File: src/rtl/dec_fpr_wb_ctl.sv
// dec_fpr_wb_ctl: merges FPU, FP load and divide results onto two FPR write ports,
// resolving same-address collisions and back-pressuring the divider.
module dec_fpr_wb_ctl #(
    parameter int FLEN         = 64,
    parameter int STARVE_LIMIT = 8
) (
    input  logic            clk,
    input  logic            rst,
    input  logic            fpu_wb_valid,
    input  logic [4:0]      fpu_wb_addr,
    input  logic [FLEN-1:0] fpu_wb_data,
    input  logic            ld_wb_valid,
    input  logic [4:0]      ld_wb_addr,
    input  logic [FLEN-1:0] ld_wb_data,
    input  logic            ld_younger,
    input  logic            div_valid,
    input  logic [4:0]      div_addr,
    input  logic [FLEN-1:0] div_data,
    output logic            div_ready,
    output logic            div_drop,
    output logic            wb_stall,
    output logic            wen0,
    output logic [4:0]      waddr0,
    output logic [FLEN-1:0] wd0,
    output logic            wen1,
    output logic [4:0]      waddr1,
    output logic [FLEN-1:0] wd1,
    output logic            wb_idle
);
    localparam logic [7:0] LIMIT = 8'(STARVE_LIMIT);

    logic            w_coll, w_fpu_wr, w_ld_wr, w_acc, w_drop, w_div_p0, w_div_p1;
    logic            w_wen0, w_wen1;
    logic [7:0]      w_cnt_nxt;
    logic [7:0]      r_cnt;
    logic            r_wen0, r_wen1, r_drop, r_stall, r_idle;
    logic [4:0]      r_waddr0, r_waddr1;
    logic [FLEN-1:0] r_wd0, r_wd1;

    // On a same-address collision only the younger result survives; the loser's port frees up
    always_comb begin
        w_coll    = fpu_wb_valid & ld_wb_valid & (fpu_wb_addr == ld_wb_addr);
        w_fpu_wr  = fpu_wb_valid & ~(w_coll & ld_younger);
        w_ld_wr   = ld_wb_valid & ~(w_coll & ~ld_younger);
        div_ready = div_valid & (~w_fpu_wr | ~w_ld_wr) & ~rst;
        w_acc     = div_valid & div_ready;
        w_drop    = w_acc & ((w_fpu_wr & (div_addr == fpu_wb_addr)) |
                             (w_ld_wr & (div_addr == ld_wb_addr)));
        w_div_p0  = w_acc & ~w_drop & ~w_fpu_wr;
        w_div_p1  = w_acc & ~w_drop & w_fpu_wr;
        w_wen0    = w_fpu_wr | w_div_p0;
        w_wen1    = w_ld_wr | w_div_p1;
        w_cnt_nxt = (~div_valid | w_acc) ? 8'd0 : (r_cnt == LIMIT) ? r_cnt : r_cnt + 8'd1;
    end

    always_ff @(posedge clk or posedge rst) begin
        if (rst) begin
            r_wen0   <= 1'b0;
            r_wen1   <= 1'b0;
            r_waddr0 <= '0;
            r_waddr1 <= '0;
            r_wd0    <= '0;
            r_wd1    <= '0;
            r_drop   <= 1'b0;
            r_stall  <= 1'b0;
            r_idle   <= 1'b1;
            r_cnt    <= '0;
        end else begin
            r_wen0   <= w_wen0;
            r_wen1   <= w_wen1;
            r_waddr0 <= w_fpu_wr ? fpu_wb_addr : div_addr;
            r_waddr1 <= w_ld_wr ? ld_wb_addr : div_addr;
            r_wd0    <= w_fpu_wr ? fpu_wb_data : div_data;
            r_wd1    <= w_ld_wr ? ld_wb_data : div_data;
            r_drop   <= w_drop;
            r_stall  <= (w_cnt_nxt == LIMIT);
            r_idle   <= ~r_wen0 & ~r_wen1 & ~div_valid;
            r_cnt    <= w_cnt_nxt;
        end
    end

    assign wen0     = r_wen0;
    assign wen1     = r_wen1;
    assign waddr0   = r_waddr0;
    assign waddr1   = r_waddr1;
    assign wd0      = r_wd0;
    assign wd1      = r_wd1;
    assign div_drop = r_drop;
    assign wb_stall = r_stall;
    assign wb_idle  = r_idle;
endmodule

File: config.mk
export PLATFORM = sky130hd
export DESIGN_NAME = dec_fpr_wb_ctl
export DESIGN_NICKNAME = d
export VERILOG_FILES = /design/src/rtl/dec_fpr_wb_ctl.sv
export SDC_FILE = /design/constraint.sdc
export NUM_CORES = 1
export LEC_CHECK = 0
export CAP_MARGIN = 40
export CORE_AREA = 2 2 140 142
export CTS_BUF_LIST = sky130_fd_sc_hd__clkbuf_2 sky130_fd_sc_hd__clkbuf_4 sky130_fd_sc_hd__clkbuf_8
export DETAILED_ROUTE_END_ITERATION = 8
export DIE_AREA = 0 0 142 144
export PLACE_DENSITY = 0.74
export SYNTH_ARGS = -nofsm -noshare
export SYNTH_HDL_FRONTEND = slang
export SYNTH_SLANG_ARGS = --single-unit
File: constraint.sdc
create_clock -name clk -period 6.8 [get_ports clk]
set_clock_uncertainty 0.1 [all_clocks]
set_input_delay 1.36 -clock clk [delete_from_list [all_inputs] [get_ports clk]]
set_output_delay 1.36 -clock clk [all_outputs]
set_load 0.01 [all_outputs]
### Yosys cells after proc, flatten, opt, wreduce, memory -nomap -nowiden

Index checks and enable logic that the tools add are counted.

| word-level totals | value |
|---|---|
| bits in registers | 151 |
| word-level logic and storage cells | 54 |
| output and inout port bits | 144 |
| input port bits | 213 |

| operators by class | value |
|---|---|
| multiplexer cells | 6 |
| equal/unequal tests | 5 |
| add/sub/neg operators | 1 |
| bitwise logic cells | 32 |

Operators with widths:

| operator | number |
|---|---|
| 2-to-1 mux 64 bit | 2 |
| bitwise AND 1 bit | 17 |
| equality test 8 x 4 -> 1 bit, second input constant | 2 |
| 2-to-1 mux 8 bit | 2 |
| equality test 5 bit | 3 |
| 2-to-1 mux 5 bit | 2 |
| inverter 1 bit | 10 |
| adder 8 x 1 -> 8 bit, second input constant | 1 |
| OR 1 bit | 5 |

### Depth between registers and ports, before layout

Gate-level depths: netlist of the first run.

| depth | value |
|---|---|
| depth in word-level cells | 15 |
| gate-level depth with buffers | 7 |
| gate-level depth less buffers | 6 |

### Least setup slack after synthesis of the first run

No wires, ideal clock.

| path | value |
|---|---|
| path kind | in2out |
| from | input port rst |
| to | output port div_ready |
| stages on the path | 3 |
| arrival | 5.199 ns |
| data required time | 5.340 ns |
| path slack | 0.141 ns |
| path buffers | 0 |
| cell sequence | inv_1 > nand3_1 > inv_1 |

| between the ends | value |
|---|---|
| word-level cells in the longest chain between the ends | 2 |

RTL lines:

| element | line | RTL |
|---|---|---|
| start, declared | 8 | `input logic rst,` |
| inverter 1 bit | 45 | `div_ready = div_valid & (~w_fpu_wr \| ~w_ld_wr) & ~rst;` |
| bitwise AND 1 bit | 45 |  |
| end, declared | 19 | `output logic div_ready,` |

Every way passes these cells.

### Final worst setup path of the first run

| path | value |
|---|---|
| from | input port fpu_wb_addr[3] |
| to | output port div_ready |

| between the ends | value |
|---|---|
| word-level cells in the longest chain between the ends | 9 |
| elaborated cells between the ends (all ways) | 13 |
| those cells by class | 1 x eq/ne; 12 x bitwise |

RTL lines:

| element | line | RTL |
|---|---|---|
| start, declared | 10 | `input logic [4:0] fpu_wb_addr,` |
| equality test 5 bit * | 42 | `w_coll = fpu_wb_valid & ld_wb_valid & (fpu_wb_addr == ld_wb_addr);` |
| bitwise AND 1 bit * | 42 |  |
| bitwise AND 1 bit (on tied branches) | 43, 44 |  |
| inverter 1 bit (on tied branches) | 43, 44 |  |
| bitwise AND 1 bit (on tied branches) | 43, 44 |  |
| inverter 1 bit | 45 |  |
| OR 1 bit * | 45 |  |
| bitwise AND 1 bit * (2 in a row) | 45 |  |

Every way passes the cells marked *; elsewhere a longest branch is shown, timed or not.

==> results of run 1 <==
Yosys cell counts:
library cell	number
nand3_2	1
xor2_1	6
nor3_1	6
o21ba_2	1
ha_1	2
inv_1	5
and3_1	1
buf_2	7
buf_6	7
a21bo_2	1
o31ai_4	1
a21oi_1	3
dfrtp_1	150
nor4b_1	1
nor4_1	2
mux2_4	69
xnor2_1	16
mux2_2	62
mux2i_1	1
nand3_1	7
nand2_2	1
o41ai_4	1
o21ai_0	1
nor2_1	10
nor2b_1	2
mux2_1	7
o31ai_1	1
dfstp_2	1
clkbuf_1	3
nand2_1	6
o211ai_1	2
through the flow:
stage	hold WS, ns	worst slack (ns)	cell area (um^2)
after CTS	0.299	1.96	10500
after global routing	0.307	1.87	10500
after detailed placement	0.287	1.98	10100
after floorplan	0.331	0.141	6260
final	0.299	1.98	10500
after global placement	0.280	2.06	10000
final cells by class:
| class | instances | area [um^2] |
|---|---|---|
| Clock inverter | 12 | 124 |
| Clock buffer | 19 | 262 |
| Tap cell | 238 | 298 |
| Sequential cell | 151 | 3780 |
| Fill cell | 1559 | 8610 |
| Multi-Input combinational cell | 211 | 2330 |
| Timing Repair Buffer | 363 | 3650 |
| Inverter | 5 | 23.8 |
registers in the layout (all words and copies together), names as in the netlist, 5 cells and up:
name and flops:
wd0 64, wd1 64, r_cnt 8, waddr0 5, waddr1 5
logic make-up after synthesis:
group,Yosys count,synth area share
buf+inv,22,0.0230
simple gates,37,0.0290
fa+ha+maj,2,0.00400
xor+xnor,22,0.0308
flops,151,0.604
mux,139,0.291
compound gates,11,0.0178
worst min-delay path by stage:
| stage | start | end | depth (start not counted) |
|---|---|---|---|
| 3_5_place_dp | wen1$_DFF_PP0_ | wb_idle$_DFF_PP1_ | 1 |
| 3_3_place_gp | wen0$_DFF_PP0_ | wb_idle$_DFF_PP1_ | 1 |
| 5_1_grt | wen1$_DFF_PP0_ | wb_idle$_DFF_PP1_ | 1 |
| 4_1_cts | wen1$_DFF_PP0_ | wb_idle$_DFF_PP1_ | 1 |
| 2_1_floorplan | wen0$_DFF_PP0_ | wb_idle$_DFF_PP1_ | 1 |
| 6_report | wen1$_DFF_PP0_ | wb_idle$_DFF_PP1_ | 1 |
metal layers:
metal / part of all wire / vias up
met5: 0 / -
met4: 0.023 / 0
met3: 0.071 / 30
met2: 0.53 / 210
met1: 0.37 / 2248
li1: - / 2059
power by group through the flow:
stage                     Clock, uW  Sequential, uW  Combinational (uW)
after floorplan                   0            1040                 144
after global placement            0            1000                 473
after detailed placement          0            1000                 483
after CTS                       706             985                 486
after global routing            745             991                 509
final                           684             984                 480
==> metrics.md, run 1 <==
| Metric | Value |
|---|---|
| Grt total ovfl | 0 |
| R2R Setup Slk | around 5 ns |
| Sw Share | 0.248 |
| Layout cells sized above 1 | 0.233 |
| Worst stage delay on the critical path | 0.56 ns |
| Half-perimeter wire length after placement | 14,400 um |
| Fin cells | between 900 and 1,000 |
| GR Layer Usage met3 | 0.0520 |
| CP Launch Point | fpu_wb_addr[3] |
| Final Hold Vio Count | 0 |
| Vias in the first global route | roughly 5,000 |
| Yosys top cell area share | 0.600 |
| Fin nets | 964 |
| CP endpoint | div_ready |
| Worst-path clk slew | ~0.080 ns |
| Ports | around 360 |
| Worst VDD drop | around 0.00012 V |
| Die width | between 100 and 150 um |
| Gr usage total | 0.178 |
| Flops & latches, synth | between 150 and 200 |
| Buf/Inv on CP | 3 |
| Most repeated library cell on the critical path | clkdlybuf4s50_1 |
| PwrDens | approximately 210 nW/um^2 |
| PostCTS Resize Cnt | 0 |
| Synthesis-to-layout area growth | 67.3% |
| Final worst-path cycle share | 0.708 |
| Crit-path max FO | 4 |
| Detailed-route vias per instance | 4.55 |
| CP max-delay cell | clkdlybuf4s50_1 |
| CTS tree | done |
| Clock root buffer master | clkbuf_8 |
| Combinational share of power | 0.224 |
| Core area | between 15,000 and 20,000 um^2 |
| Syn avg cell area | ~16 um^2 |
| Tot Pwr | ~2100 uW |
| Buffer count from post-CTS setup fixing | 0 |
| Cell Area, Synth | 6260 um^2 |
| First-pass GRT wire length | 27,600 um |
| Worst EP required | roughly 5.3 ns |
| Post-Syn Instances | ~380 |
| Skew-Pair Late Insertion Delay | approximately 0.43 ns |
| Yosys top cell by area | dfrtp_1 |
| Arr. time, crit path | roughly 3.4 ns |
| Net switching power | ~530 uW |
| Initial Util | 0.328 |
| Least-Margin Pin Slew | between 0.7 and 0.8 ns |
| CP Cell Sequence | clkdlybuf4s50_1 > xnor2_1 > nand3_2 > o211ai_1 > nand3_1 > inv_1 > clkdlybuf4s50_1 |
| Row Count | 51 |
| GRT met1 Usage | 0.204 |
| Fmax | 0.208 GHz |
| Post-route setup TNS | 0 ns |
| Via count | around 4,500 |
| Reg2reg path depth | 5 |
| Crit path launch type | primary input |
| Dominant cells by area after synthesis | dfrtp_1 60%, mux2_4 17%, mux2_2 11% |
| CP endpoint kind | output pin |
| Num CTS Buffers | 17 |
| Flop pwr share | 0.458 |
| Crit path depth | 7 |
| Leakage power | approximately 0.0044 uW |
| Clock share of power | 0.318 |
| Largest net degree at the start of global routing | 65 |
| Antenna Violating Nets Remaining | 0 |
| Power Internal | about 1600 uW |
| Final wirelength | 18,600 um |
| Grt peak-use layer | met2 |
| Num Clock Sinks | roughly 150 |
| Unrepaired setup endpoints after global routing | false |
| Worst slew margin | 0.494 |
| Routability cong. | 0.849 |
| # hold bufs at CTS | 0 |
| Clock buffer depth | 2 |
| Synthesized Nets | about 600 |
| Util after Layout | 0.549 |
| N_diodes | 0 |
| Commonest non-fill, non-tap cell in the layout | clkdlybuf4s50_1 |
| Cell variety after synth | 31 |
| Status | complete, no violations |
| R2R Path Start | r_cnt[2]$_DFF_PP0_ |
| Final Max Tran Viols | 0 |
| Initial antenna violation count | 0 |
| IO Port Bufs | approximately 360 |
| Die area | between 20,000 and 25,000 um^2 |
| Crit path kind | in -> out |
| DRC Markers | 0 |
| DR WL/cell | ~19 um |
| Most frequent cells in the layout | 356 x clkdlybuf4s50_1, 150 x dfrtp_1, 69 x mux2_4, 62 x mux2_2, 19 x clkbuf_8 |
| Crit path max-delay family | buffers and inverters |
| Sequential area share after synthesis | 0.604 |
| Final Critical Period | 4.82 ns |
| Routing usage on met2 | 0.312 |
| R2R Path End | wb_stall$_DFF_PP0_ |
| Endpoints failing setup | 0 |
| DRC marker count from the first detailed-route iteration | about 110 |
| DIE HEIGHT | 144 um |
| Hold crit path type | reg -> reg |
| Cell Count Post-Placement | between 900 and 1,000 |
| Pre-Repair DR Iteration Count | 4 |
| CTS H-tree lvls | 4 |
| Yosys warns | 0 |
| Maximum Capacitance Violations | 0 |
No activity file was read; power rests on OpenSTA's default activity.
==> inputs of run 2 (changes only) <==
- CORE_AREA: 2 2 140 142 -> 2 2 139 141
- DIE_AREA: 0 0 142 144 -> 0 0 141 143
- PLACE_DENSITY: 0.74 -> 0.78
- clock period: 6.8 -> 3.86 ns (I/O delays scaled with it)
==> metrics.md, run 2 (synthesis gave the netlist of run 1 again) <==
| Metric | Value |
|---|---|
| Clock buffer depth | 2 (unchanged) |
| Synthesis-to-layout area growth | 68.2% |
| Unrepaired setup endpoints after global routing | false |
| Commonest non-fill, non-tap cell in the layout | clkdlybuf4s50_1 |
| Detailed-route vias per instance | 4.45 (-2.1%) |
| Row Count | 50 (-2.0%) |
| Worst EP required | 2.99 ns (-2.35 ns) |
| # hold bufs at CTS | 0 (unchanged) |
| Fmax | ~0.28 GHz |
| Multi-input logic area | 2340 um^2 (+0.21%) |
| Worst-path clk slew | 0.08 ns (about the same) |
| Leakage power | 0.00442 uW (about the same) |
| Largest net degree at the start of global routing | 152 (+130%) |
| CTS tree | done |
| Final Critical Period | around 3.6 ns |
| DRC Markers | 0 (unchanged) |
| Layout cells sized above 1 | 0.233 (+0.000613) |
| First-pass GRT wire length | 27,000 um (-2.1%) |
| Die width | 141 um (-0.70%) |
| Status | complete, no violations |
| Least-Margin Pin Slew | 0.889 ns (+0.130 ns) |
| Worst slew margin | 0.407 (-0.0866) |
| Core area | 18,600 um^2 (-2.6%) |
| Crit path kind | in -> out |
| Worst Setup Slack, final | 0.242 ns (-1.74 ns) |
| N_diodes | 0 (unchanged) |
| Final wirelength | 17,900 um (-3.8%) |
| Gr usage total | 0.179 (+0.000761) |
| Crit path launch type | primary input |
| Final Max Tran Viols | 0 (unchanged) |
| Num CTS Buffers | 17 (unchanged) |
| Die area | 20,200 um^2 (-1.4%) |
| DR WL/cell | 18.0 um (-3.2%) |
| R2R Setup Slk | 2.09 ns (-2.90 ns) |
| Dpl ws | 0.198 ns (-1.78 ns) |
| Pre-Repair DR Iteration Count | 4 (unchanged) |
| R2R Path End | wb_stall$_DFF_PP0_ |
| Antenna Violating Nets Remaining | 0 (unchanged) |
| Ports | 357 (unchanged) |
| DRC marker count from the first detailed-route iteration | 116 (+3.6%) |
| Reg area | 3780 um^2 (unchanged) |
| Worst Hold End | wb_idle$_DFF_PP1_ |
| CTS H-tree lvls | 4 (unchanged) |
| Arr. time, crit path | 2.75 ns (-0.61 ns) |
| Via count | 4,423 (-2.7%) |
| Final Hold Vio Count | 0 (unchanged) |
| Hold Crit Start | wen1$_DFF_PP0_ |
| Initial antenna violation count | 0 (unchanged) |
| PwrDens | 373 nW/um^2 (+82%) |
| IO Port Bufs | 356 (unchanged) |
| Most frequent cells in the layout | 356 x clkdlybuf4s50_1, 150 x dfrtp_1, 69 x mux2_4, 62 x mux2_2, 18 x clkbuf_8 |
| Endpoints failing setup | 0 (unchanged) |
| Hold Path Cell Cnt | 1 (unchanged) |
| Crit-path max FO | 4 (unchanged) |
| Util after Layout | 0.567 (+0.0178) |
| Routability cong. | 0.765 (-9.8%) |
| Skew-Pair Late Insertion Delay | 0.43 ns (about the same) |
| PostCTS Resize Cnt | 0 (unchanged) |
| Half-perimeter wire length after placement | 13,700 um (-4.9%) |
| Maximum Capacitance Violations | 0 (unchanged) |
| # fillers | 1,529 (-1.9%) |
| R2R Path Start | r_cnt[2]$_DFF_PP0_ |
| CP endpoint kind | output pin |
| DIE HEIGHT | 143 um (-0.69%) |
| Clock root buffer master | clkbuf_8 |
| Final worst-path cycle share | 0.937 |
| Reg2reg path depth | 5 (unchanged) |
| Num Clock Sinks | 151 (unchanged) |
| Grt total ovfl | 0 (unchanged) |
| Buffer count from post-CTS setup fixing | 0 (unchanged) |
| Hold WS | 0.282 ns (-0.0174 ns) |
| Initial Util | 0.337 (+0.00881) |
| Hold crit path type | reg -> reg |
| Vias in the first global route | 4,825 (-3.2%) |
| Worst VDD drop | 0.000221 V (+82%) |
| Fin nets | 962 (-0.21%) |
run 2: changes by cell type in the layout (fill, tap and decap cells not counted), sizes merged:
cell / delta
clkbuf: -1
bufinv: +2
clkinvlp: +4
clkinv: -5
buf: -2
run 2: metal layers:
metal	routed length (um)	track usage	vias up
li1	-	-	2057
met1	6860	0.205	2144
met2	9200	0.305	199
met3	1480	0.0694	23
met4	369	0.0668	0
met5	0	0	-
run 2: worst max path at each step:
| stage | slack (ns) | to | from | cells past startpoint |
|---|---|---|---|---|
| floorplan | -0.48 | div_ready | rst | 3 |
| global placement | 0.29 | div_ready | fpu_wb_addr[3] | 7 |
| detailed placement | 0.20 | div_ready | fpu_wb_addr[2] | 7 |
| CTS | 0.19 | div_ready | fpu_wb_addr[2] | 7 |
| global route | 0.10 | div_ready | fpu_wb_addr[2] | 7 |
| finish | 0.24 | div_ready | fpu_wb_addr[2] | 7 |
run 2: final cells by class:
class                   count  area share
clock inverters            13      0.0184
flip-flops and latches    151       0.359
multi-input cells         211       0.222
inverters                   5     0.00214
clock buffers              18      0.0235
repair buffers            361       0.347
well taps                 234      0.0278
run 2: per-stage QoR:
stage	cells	power (uW)	setup TNS (ns)	cell area, um^2
finish	993	3920	0	10500
global route	993	4100	0	10500
CTS	993	3980	0	10500
detailed placement	962	2610	0	10100
global placement	962	2600	0	10100
floorplan	384	2080	-0.539	6280
run 2: where the power goes:
group          internal (uW)  switching, uW
clock                    728            628
sequential              1700           32.2
combinational            546            293
total                   2970            953
run 2: worst max-delay path, cell delays in order:
cell             delay [ns]
clkdlybuf4s50_1        0.46
xnor2_1                0.25
nand3_2                0.17
o211ai_1               0.27
nand3_1                0.20
inv_2                  0.07
clkdlybuf4s50_1        0.56
==> inputs of run 3 (changes only) <==
- HOLD_SLACK_MARGIN: default -> 0.15
==> results of run 3 <==
Final layout, timing and power as in run 2 (identical DEF).
